## config.mk

```make
export PLATFORM = sky130hd
export DESIGN_NAME = regfile_ctrl_param_flat
export DESIGN_NICKNAME = d
export VERILOG_FILES = /design/src/rtl/regfile_ctrl_param_pkg.sv /design/src/rtl/regfile_ctrl_param_if.sv /design/src/rtl/regfile_ctrl_param_strb_reg.sv /design/src/rtl/regfile_ctrl_param.sv /design/src/flat_wrapper.sv
export SDC_FILE = /design/constraint.sdc
export NUM_CORES = 1
export LEC_CHECK = 0
export CAP_MARGIN = 30
export CORE_ASPECT_RATIO = 1.75
export CORE_MARGIN = 2
export CORE_UTILIZATION = 35
export CTS_CLUSTER_DIAMETER = 60
export DETAILED_ROUTE_END_ITERATION = 8
export GPL_TIMING_DRIVEN = 0
export PLACE_DENSITY_LB_ADDON = 0.15
export SLEW_MARGIN = 10
export SYNTH_ARGS = -nofsm -noshare
export SYNTH_HDL_FRONTEND = slang
export SYNTH_SLANG_ARGS = --single-unit
```

## constraint.sdc

```tcl
create_clock -name ACLK -period 6.1 [get_ports ACLK]
set_clock_uncertainty 0.2 [all_clocks]
set_input_delay 0.61 -clock ACLK [delete_from_list [all_inputs] [get_ports ACLK]]
set_output_delay 0.61 -clock ACLK [all_outputs]
set_load 0.02 [all_outputs]
```

## src/rtl/regfile_ctrl_param_pkg.sv

```systemverilog
// Shared types, bit positions and register-map helpers for the adder-datapath register file.
package regfile_ctrl_pkg;

  typedef enum logic [1:0] {
    ST_IDLE = 2'd0,
    ST_BUSY = 2'd1,
    ST_DONE = 2'd2
  } state_t;

  localparam int CTRL_START_BIT = 0;
  localparam int CTRL_IRQEN_BIT = 1;
  localparam int STAT_BUSY_BIT  = 0;
  localparam int STAT_DONE_BIT  = 1;

  // Word indices of the fixed registers that follow the operand block
  function automatic int idx_result(input int num_ops);
    return num_ops;
  endfunction

  function automatic int idx_ctrl(input int num_ops);
    return num_ops + 1;
  endfunction

  function automatic int idx_status(input int num_ops);
    return num_ops + 2;
  endfunction

endpackage

```

## src/rtl/regfile_ctrl_param_if.sv

```systemverilog
// AMBA-side write/read channel bundle between the channel logic (master) and the register file (slave).
interface regfile_ctrl_param_if #(
  parameter int DATA_W = 32,
  parameter int ADDR_W = 32
);
  logic                  i_en_amba_write;
  logic [ADDR_W-1:0]     i_addr_wc;
  logic [DATA_W-1:0]     i_data_wc;
  logic [DATA_W/8-1:0]   i_strb_wc;
  logic [ADDR_W-1:0]     i_addr_rc;
  logic [DATA_W-1:0]     o_data_rc;

  modport master (
    output i_en_amba_write, i_addr_wc, i_data_wc, i_strb_wc, i_addr_rc,
    input  o_data_rc
  );

  modport slave (
    input  i_en_amba_write, i_addr_wc, i_data_wc, i_strb_wc, i_addr_rc,
    output o_data_rc
  );
endinterface

```

## src/rtl/regfile_ctrl_param_strb_reg.sv

```systemverilog
// One byte-strobed data register with asynchronous active-low clear.
module strb_reg #(
  parameter int DATA_W = 32
) (
  input  logic                ACLK,
  input  logic                ARSTn,
  input  logic                we,
  input  logic [DATA_W/8-1:0] strb,
  input  logic [DATA_W-1:0]   d,
  output logic [DATA_W-1:0]   q
);

  always_ff @(posedge ACLK or negedge ARSTn) begin
    if (!ARSTn) begin
      q <= '0;
    end else if (we) begin
      for (int b = 0; b < DATA_W/8; b++) begin
        if (strb[b]) q[b*8 +: 8] <= d[b*8 +: 8];
      end
    end
  end

endmodule

```

## src/rtl/regfile_ctrl_param.sv

```systemverilog
// Register file for the adder datapath: operand regs, RESULT, CTRL, STATUS,
// start pulse generation, IDLE/BUSY/DONE tracking and completion interrupt.
module regfile_ctrl_param
  import regfile_ctrl_pkg::*;
#(
  parameter int DATA_W  = 32,
  parameter int NUM_OPS = 2,
  parameter int ADDR_W  = 32
) (
  input  logic                      ACLK,
  input  logic                      ARSTn,
  regfile_ctrl_param_if.slave       bus,
  input  logic                      i_result_valid,
  input  logic [DATA_W-1:0]         i_result,
  output logic                      o_start,
  output logic [NUM_OPS*DATA_W-1:0] o_ops,
  output logic                      o_irq,
  output logic                      o_wr_err
);

  localparam logic [ADDR_W-1:0] IDX_RESULT = ADDR_W'(idx_result(NUM_OPS));
  localparam logic [ADDR_W-1:0] IDX_CTRL   = ADDR_W'(idx_ctrl(NUM_OPS));
  localparam logic [ADDR_W-1:0] IDX_STATUS = ADDR_W'(idx_status(NUM_OPS));

  state_t             state, state_nxt;
  logic [DATA_W-1:0]  op_q [NUM_OPS];
  logic [DATA_W-1:0]  result_q;
  logic               done_q, irq_en_q;
  logic               start_p1, wr_err_p1;

  logic wr_vld, lane0, busy;
  logic hit_op, hit_res, hit_ctrl, hit_stat, hit_none;
  logic start_req, start_go, op_we, irq_we, done_w1c, res_go, wr_err_d;

  // A write with no byte lanes enabled is treated as if it never happened
  assign wr_vld   = bus.i_en_amba_write && (|bus.i_strb_wc);
  assign lane0    = bus.i_strb_wc[0];
  assign busy     = (state == ST_BUSY);

  assign hit_op   = bus.i_addr_wc < ADDR_W'(NUM_OPS);
  assign hit_res  = bus.i_addr_wc == IDX_RESULT;
  assign hit_ctrl = bus.i_addr_wc == IDX_CTRL;
  assign hit_stat = bus.i_addr_wc == IDX_STATUS;
  assign hit_none = bus.i_addr_wc > IDX_STATUS;

  assign start_req = wr_vld && hit_ctrl && lane0 && bus.i_data_wc[CTRL_START_BIT];
  assign start_go  = start_req && !busy;
  assign op_we     = wr_vld && hit_op && !busy;
  assign irq_we    = wr_vld && hit_ctrl && lane0;
  assign done_w1c  = wr_vld && hit_stat && lane0 && bus.i_data_wc[STAT_DONE_BIT];
  assign res_go    = busy && i_result_valid;
  assign wr_err_d  = wr_vld && (hit_res || hit_none || (busy && (hit_op || start_req)));

  for (genvar k = 0; k < NUM_OPS; k++) begin : g_op
    strb_reg #(.DATA_W(DATA_W)) u_op (
      .ACLK  (ACLK),
      .ARSTn (ARSTn),
      .we    (op_we && (bus.i_addr_wc == ADDR_W'(k))),
      .strb  (bus.i_strb_wc),
      .d     (bus.i_data_wc),
      .q     (op_q[k])
    );
    assign o_ops[k*DATA_W +: DATA_W] = op_q[k];
  end

  always_comb begin
    state_nxt = state;
    case (state)
      ST_IDLE, ST_DONE: if (start_req)      state_nxt = ST_BUSY;
      ST_BUSY:          if (i_result_valid) state_nxt = ST_DONE;
      default:                              state_nxt = ST_IDLE;
    endcase
  end

  // ---- stage p1: registered control, pulses and captured result ----
  always_ff @(posedge ACLK or negedge ARSTn) begin
    if (!ARSTn) begin
      state     <= ST_IDLE;
      start_p1  <= 1'b0;
      wr_err_p1 <= 1'b0;
      done_q    <= 1'b0;
      irq_en_q  <= 1'b0;
      result_q  <= '0;
    end else begin
      state     <= state_nxt;
      start_p1  <= start_go;
      wr_err_p1 <= wr_err_d;
      if (irq_we) irq_en_q <= bus.i_data_wc[CTRL_IRQEN_BIT];
      if (res_go) result_q <= i_result;
      // Completion outranks a simultaneous clear so a finish is never lost
      if (res_go)                     done_q <= 1'b1;
      else if (start_go || done_w1c)  done_q <= 1'b0;
    end
  end

  assign o_start  = start_p1;
  assign o_wr_err = wr_err_p1;
  assign o_irq    = done_q && irq_en_q;

  always_comb begin
    bus.o_data_rc = '0;
    for (int k = 0; k < NUM_OPS; k++) begin
      if (bus.i_addr_rc == ADDR_W'(k)) bus.o_data_rc = op_q[k];
    end
    if (bus.i_addr_rc == IDX_RESULT) bus.o_data_rc = result_q;
    if (bus.i_addr_rc == IDX_CTRL)   bus.o_data_rc[CTRL_IRQEN_BIT] = irq_en_q;
    if (bus.i_addr_rc == IDX_STATUS) begin
      bus.o_data_rc[STAT_BUSY_BIT] = busy;
      bus.o_data_rc[STAT_DONE_BIT] = done_q;
    end
  end

endmodule

```

## src/flat_wrapper.sv

```systemverilog
// flat-port wrapper written by rule: the top's interface ports become plain ports
module regfile_ctrl_param_flat import regfile_ctrl_pkg::*;
#(
  parameter int DATA_W  = 32,
  parameter int NUM_OPS = 2,
  parameter int ADDR_W  = 32
)
  (ACLK, ARSTn, i_result_valid, i_result, o_start, o_ops, o_irq, o_wr_err, bus_i_en_amba_write, bus_i_addr_wc, bus_i_data_wc, bus_i_strb_wc, bus_i_addr_rc, bus_o_data_rc);
  regfile_ctrl_param_if #(.DATA_W(DATA_W), .ADDR_W(ADDR_W)) bus_i ();
  input  logic ACLK;
  input  logic ARSTn;
  input  logic i_result_valid;
  input  logic [DATA_W-1:0] i_result;
  output logic o_start;
  output logic [NUM_OPS*DATA_W-1:0] o_ops;
  output logic o_irq;
  output logic o_wr_err;
  input wire logic [$bits(bus_i.i_en_amba_write)-1:0] bus_i_en_amba_write;
  input wire logic [$bits(bus_i.i_addr_wc)-1:0] bus_i_addr_wc;
  input wire logic [$bits(bus_i.i_data_wc)-1:0] bus_i_data_wc;
  input wire logic [$bits(bus_i.i_strb_wc)-1:0] bus_i_strb_wc;
  input wire logic [$bits(bus_i.i_addr_rc)-1:0] bus_i_addr_rc;
  output wire logic [$bits(bus_i.o_data_rc)-1:0] bus_o_data_rc;
  assign bus_i.i_en_amba_write = bus_i_en_amba_write;
  assign bus_i.i_addr_wc = bus_i_addr_wc;
  assign bus_i.i_data_wc = bus_i_data_wc;
  assign bus_i.i_strb_wc = bus_i_strb_wc;
  assign bus_i.i_addr_rc = bus_i_addr_rc;
  assign bus_o_data_rc = bus_i.o_data_rc;
  regfile_ctrl_param #(.DATA_W(DATA_W), .NUM_OPS(NUM_OPS), .ADDR_W(ADDR_W)) u_core (.ACLK(ACLK), .ARSTn(ARSTn), .bus(bus_i), .i_result_valid(i_result_valid), .i_result(i_result), .o_start(o_start), .o_ops(o_ops), .o_irq(o_irq), .o_wr_err(o_wr_err));
endmodule
```

Word-level counts from Yosys, hierarchy flattened --
Index checks and enable logic that the tools add are counted.
Word-level totals: bits in registers 102, bits in latches 0, RAM bits 0, memory bits (read-only) 0, bits of input ports 136, output and inout bits 99, logic and storage cells 74, memories 0
Operators by class: $add $sub $neg 0, $mul 0, divide/modulo/power cells 0, magnitude comparators 2, equality and inequality tests 12, shift-type cells 0, mux-type cells 10, bitwise operators 0, reduce and logical (&&, ||, !) cells 36
Operator list (count):
- $eq A32 B2 Y1 const B | 4
- $mux W32 | 3
- $eq A32 B1 Y1 const B | 2
- $eq A32 B3 Y1 const B | 2
- $logic_not A32 Y1 | 2
- $gt A32 B3 Y1 const B | 1
- $lt A32 B2 Y1 const B | 1
- $reduce_and A2 Y1 | 9
- $logic_and A1 B1 Y1 | 16
- $mux W2 | 3
- $logic_or A1 B1 Y1 | 4
- $pmux W2 S2 | 1
- $reduce_or A4 Y1 | 1
- $mux W1 | 3
- $eq A2 B1 Y1 const B | 1
- $eq A2 B2 Y1 const B | 1
- $logic_not A2 Y1 | 1
- $ne A2 B1 Y1 const B | 1
- $ne A2 B2 Y1 const B | 1
- $reduce_bool A2 Y1 | 1
- $reduce_or A2 Y1 | 1
- $logic_not A1 Y1 | 1

Longest topological paths before layout --
Gate-level depths: netlist of the first run.
depth in word-level cells 9, depth in mapped cells 6, mapped depth without buffers 4

By module --
A second synthesis of the first run with hierarchy kept.
Second synthesis, totals: cells, all modules 410, area, all modules 4873.4 um2
Modules (own cells, without submodules):
- regfile_ctrl_param | times used 1, cells each 274, area an instance 2501.1 um2, seq. area each 950.9 um2
- strb_reg | times used 2, cells each 68, area an instance 1186.1 um2, seq. area each 800.8 um2

Least setup slack after synthesis of the first run --
No wires, ideal clock.
path kind input to output, start input port bus_i_addr_rc[0], end output port bus_o_data_rc[10], arrival 1.932 ns, required time 5.290 ns, setup slack 3.358 ns, stages on the path 6, path buffers 2, cells stage by stage clkbuf_1 clkbuf_1 mux2i_1 nor2_1 a21oi_1 nor2_1
Between the ends: longest elaborated chain between the ends 4, elaborated cells on any way between the ends 6, classes of those cells eq/ne: 2; mux: 3; reduce/logical: 1
RTL lines:
- start: declaration | RTL line flat_wrapper.sv:22 | input wire logic [$bits(bus_i.i_addr_rc)-1:0] bus_i_addr_rc;
- $logic_not A32 Y1 | RTL line regfile_ctrl_param.sv:103 | if (bus.i_addr_rc == ADDR_W'(k)) bus.o_data_rc = op_q[k];
- $mux W32 (2 in series) | RTL line regfile_ctrl_param.sv:103
- $mux W32 (*) | RTL line regfile_ctrl_param.sv:105 | if (bus.i_addr_rc == IDX_RESULT) bus.o_data_rc = result_q;
- end: declaration | RTL line flat_wrapper.sv:23 | output wire logic [$bits(bus_i.o_data_rc)-1:0] bus_o_data_rc;
Every way passes the cells marked *; elsewhere a longest branch is shown, timed or not.

Worst setup path after layout of the first run --
start input port bus_i_addr_rc[23], end output port bus_o_data_rc[29]
Same word-level chain as after synthesis.

==> flow_metrics.py, run 1 <==
metrics = {
    "timing": {
        "period_share": 0.6462,
        "hold_slack_ps": 306.6,
        "max_slew_margin": 0.3378,
        "tns_ps": 0,
        "setup_viol": 0,
        "tightestPinTransition_ps": 985.9,
        "hold_viol": 0,
        "max_freq_ghz": 0.2537,
        "drv_slew": 0,
        "rsz0062_at_grt": "false",
        "fin_crit_ps": 3942,
    },
    "flow_run": {
        "maxCapViolCount": 0,
    },
    "pwr": {
        "swShare": 0.2282,
        "power.leakage_nw": 3.491,
        "power_frac_comb": 0.106,
        "ir_worst_vdd_mv": 0.1562,
        "switching_power_uw": 321.6,
        "finalPower_mw": 1.409,
        "pwr-share-seq": 0.481,
        "p_clk_frac": 0.413,
        "pwr_density_cell_mw_per_mm2": 174.3,
        "p_int_mw": 1.088,
    },
    "hold_path": {
        "holdPathStages": 1,
        "hold_path.class": "reg2reg",
    },
    "critical_path": {
        "path_cells": "clkdlybuf4s50_1 > nor4_1 > nand4_1 > or3_1 > clkbuf_1 > nor2_1 > clkdlybuf4s50_1",
        "cpMostUsedCell": "clkdlybuf4s50_1",
        "critPathArrivalTime_ps": 3130,
        "r2r_setup_slack_ps": 3330,
        "end_kind": "output port",
        "cpLargestDelayFamily": "buffers and inverters",
        "reg2reg_depth": 5,
        "cp.depth": 7,
        "crit_required_ps": 5290,
        "crit_type": "in2out",
        "cp-start-kind": "input pin",
        "slowest_delay_ps": 660,
        "crit_path_top_delay_cell": "clkdlybuf4s50_1",
        "crit_buf_inv": 3,
        "path_max_fanout": 10,
    },
    "logic_synthesis": {
        "synth_nets": 558,
        "yosys.area.top_type": "dfrtp_1",
        "synth_top_area_share": 0.4911,
        "syn_area_per_cell_um2": 12.32,
        "synthTopCellsByArea": "dfrtp_1 (49%), mux2_2 (16%), mux2_4 (6.9%)",
        "synth-seq-area-share": 0.4911,
        "synth-main-ff-cell": "dfrtp_1",
        "netlist_area_mm2": 0.005197,
        "synth_edf_count": 0,
        "yosysWarnings": 0,
        "synth-seq-cells": 102,
        "synth_async_sr_flop_share": 1.000,
        "syn_inst": 422,
        "synth_cell_types": 35,
    },
    "drt": {
        "wl_per_cell_um": 19.03,
        "dr.pass1.iters": 4,
        "vias_per_cell": 5.022,
        "initialDrtViolationCount": 207,
        "detail-route-antenna-nets": 0,
        "drc": 0,
        "num_vias": 4294,
        "drt-total-wl_um": 16270,
    },
    "final_layout": {
        "finalNetCount": 803,
        "seqCellArea_mm2": 0.002552,
        "multi_input_area_mm2": 0.002544,
        "fillers": 1319,
        "drive_gt1_frac": 0.2024,
        "area_delta_synth_final_pct": 55.54,
        "diodes": 0,
        "stdcell_count": 855,
    },
    "cts": {
        "cts_buffer_depth": 2,
        "clk_latency_ps": 330,
        "postCtsSetupBuffers": 0,
        "clkSinkCount": 102,
        "cts-root-buf": "clkbuf_16",
        "cts_made_buffers": 9,
        "cts.reportedPaths.clkPinSlew_ps": 70,
        "tritoncts": "done",
        "cts_max_level": 3,
    },
    "floorplan": {
        "die-width_um": 96.12,
        "dieHeight_um": 165.2,
        "boundaryPins": 235,
        "placementRows": 59,
        "start_util": 0.3538,
        "design.core.area_mm2": 0.01469,
        "dieArea_mm2": 0.01588,
    },
    "global_routing": {
        "overflow": 0,
        "grt_use_total": 0.2087,
        "grt_pass1_vias": 4726,
        "grt_max_degree": 59,
        "grt_pass1_wl_um": 25050,
        "antenna_found_initial": 0,
    },
    "outcome": {
        "run_status": "complete, no violations",
    },
    "place": {
        "globalplace.congestion": 0.8725,
        "hpwl_um": 12650,
        "dp_cells": 838,
        "numPortBuffers": 232,
    },
}
==> final timing paths <==
path,from,to
max,bus_i_addr_rc[23],bus_o_data_rc[29]
min,u_core.result_q[28]$_DFFE_PN0P_,u_core.result_q[28]$_DFFE_PN0P_
max reg2reg,u_core.state[0]$_DFFE_PN0P_,u_core.g_op[0].u_op.q[29]$_DFFE_PN0P_
min reg2reg,u_core.result_q[28]$_DFFE_PN0P_,u_core.result_q[28]$_DFFE_PN0P_
max in group asynchronous,ARSTn,u_core.done_q$_DFFE_PN0P_
min in group asynchronous,ARSTn,u_core.g_op[0].u_op.q[19]$_DFFE_PN0P_
==> worst register-to-register path: cells and delay by family (launching register included) <==
kind                   cells  cell delay [ps]
multiplexers               1              360
flip-flops                 1              390
buffers and inverters      1              220
AND/OR/NAND/NOR            3             1480
==> flip-flops by register name, indices dropped and copies added, names as in the netlist <==
name and count:
u_core.o_wr_err 1, u_core.g_op.u_op.q 64, u_core.done_q 1, u_core.irq_en_q 1, u_core.state 2, u_core.o_start 1, u_core.result_q 32
==> cells in the mapped netlist, types with 4 or more instances <==
cell	instances
mux2i_1	30
clkbuf_1	15
nor2_1	64
a21oi_1	34
nor4_2	6
nor4_1	9
nor3_1	4
mux2_4	24
nand2_1	9
nor4_4	8
dfrtp_1	102
mux2_2	73
nand2b_1	7
==> metrics by stage <==
stage	util	worst slack, ps	cell area, um2
floorplan	-	3358	5197
global placement	0.5275	359.3	7749
detailed placement	0.5294	2110	7777
CTS	0.5503	2106	8084
global route	0.5503	1970	8084
finish	0.5503	2158	8084
==> repair_timing <==
action                                 CTS  global route
resized for setup                        0             0
endpoints found under the hold margin    8             0
hold buffers                             1             0
==> kinds of logic (layout without fill, tap and decap cells) <==
| logic type | count (synthesis) | in the layout | share of synthesized area |
|---|---|---|---|
| AOI/OAI and AO/OA | 44 | 44 | 0.04694 |
| DFF | 102 | 102 | 0.4911 |
| and+or+nand+nor | 126 | 126 | 0.1529 |
| muxes | 128 | 128 | 0.2896 |
| buffers and inverters | 22 | 272 | 0.01950 |
==> layout make-up <==
cell class,instances,share of cell area
Sequential cell,102,0.3157
Multi-Input combinational cell,298,0.3147
Timing Repair Buffer,234,0.2921
Clock buffer,10,0.02832
Tap cell,183,0.02832
Buffer,21,0.01207
Clock inverter,6,0.008358
Inverter,1,0.0004643
==> power groups by stage <==
stage	registers [mW]	clock network (mW)	logic, mW
finish	0.678	0.582	0.149
global placement	0.691	0	0.145
detailed placement	0.691	0	0.150
floorplan	0.691	0	0.0289
global route	0.677	0.625	0.160
CTS	0.677	0.596	0.151
==> layer usage <==
metal,vias up,GRT usage,part of all wire
met4,0,0.08442,0.026
met3,25,0.04673,0.056
li1,2009,-,-
met2,130,0.3813,0.56
met5,-,0,0
met1,2130,0.2268,0.36
==> cells in the final DEF, fill, tap and decap left out, types with 9 or more instances in the layout <==
| master | count |
|---|---|
| clkdlybuf4s50_1 | 231 |
| dfrtp_1 | 102 |
| mux2_2 | 73 |
| nor2_1 | 64 |
| a21oi_1 | 34 |
| mux2i_1 | 30 |
| mux2_4 | 24 |
| clkbuf_1 | 16 |
| nor4_1 | 9 |
| nand2_1 | 9 |
| clkbuf_16 | 9 |
(Power assumes the default switching activity.)
==> run 2, diff against run 1 <==
Clock period 6.1 ns to 3.7 ns, I/O delays scaled along.
==> results of run 2 <==
Same layout as run 1 (identical final DEF). Status: complete, no violations.
Among the figures that moved: setup slack after placement 2110 ps -> 190.0 ps; setup slack after layout 2158 ps -> 238.2 ps; register-to-register setup slack 3330 ps -> 930 ps; total power 1.409 mW -> 2.323 mW; worst IR drop on VDD 0.1562 mV -> 0.2575 mV
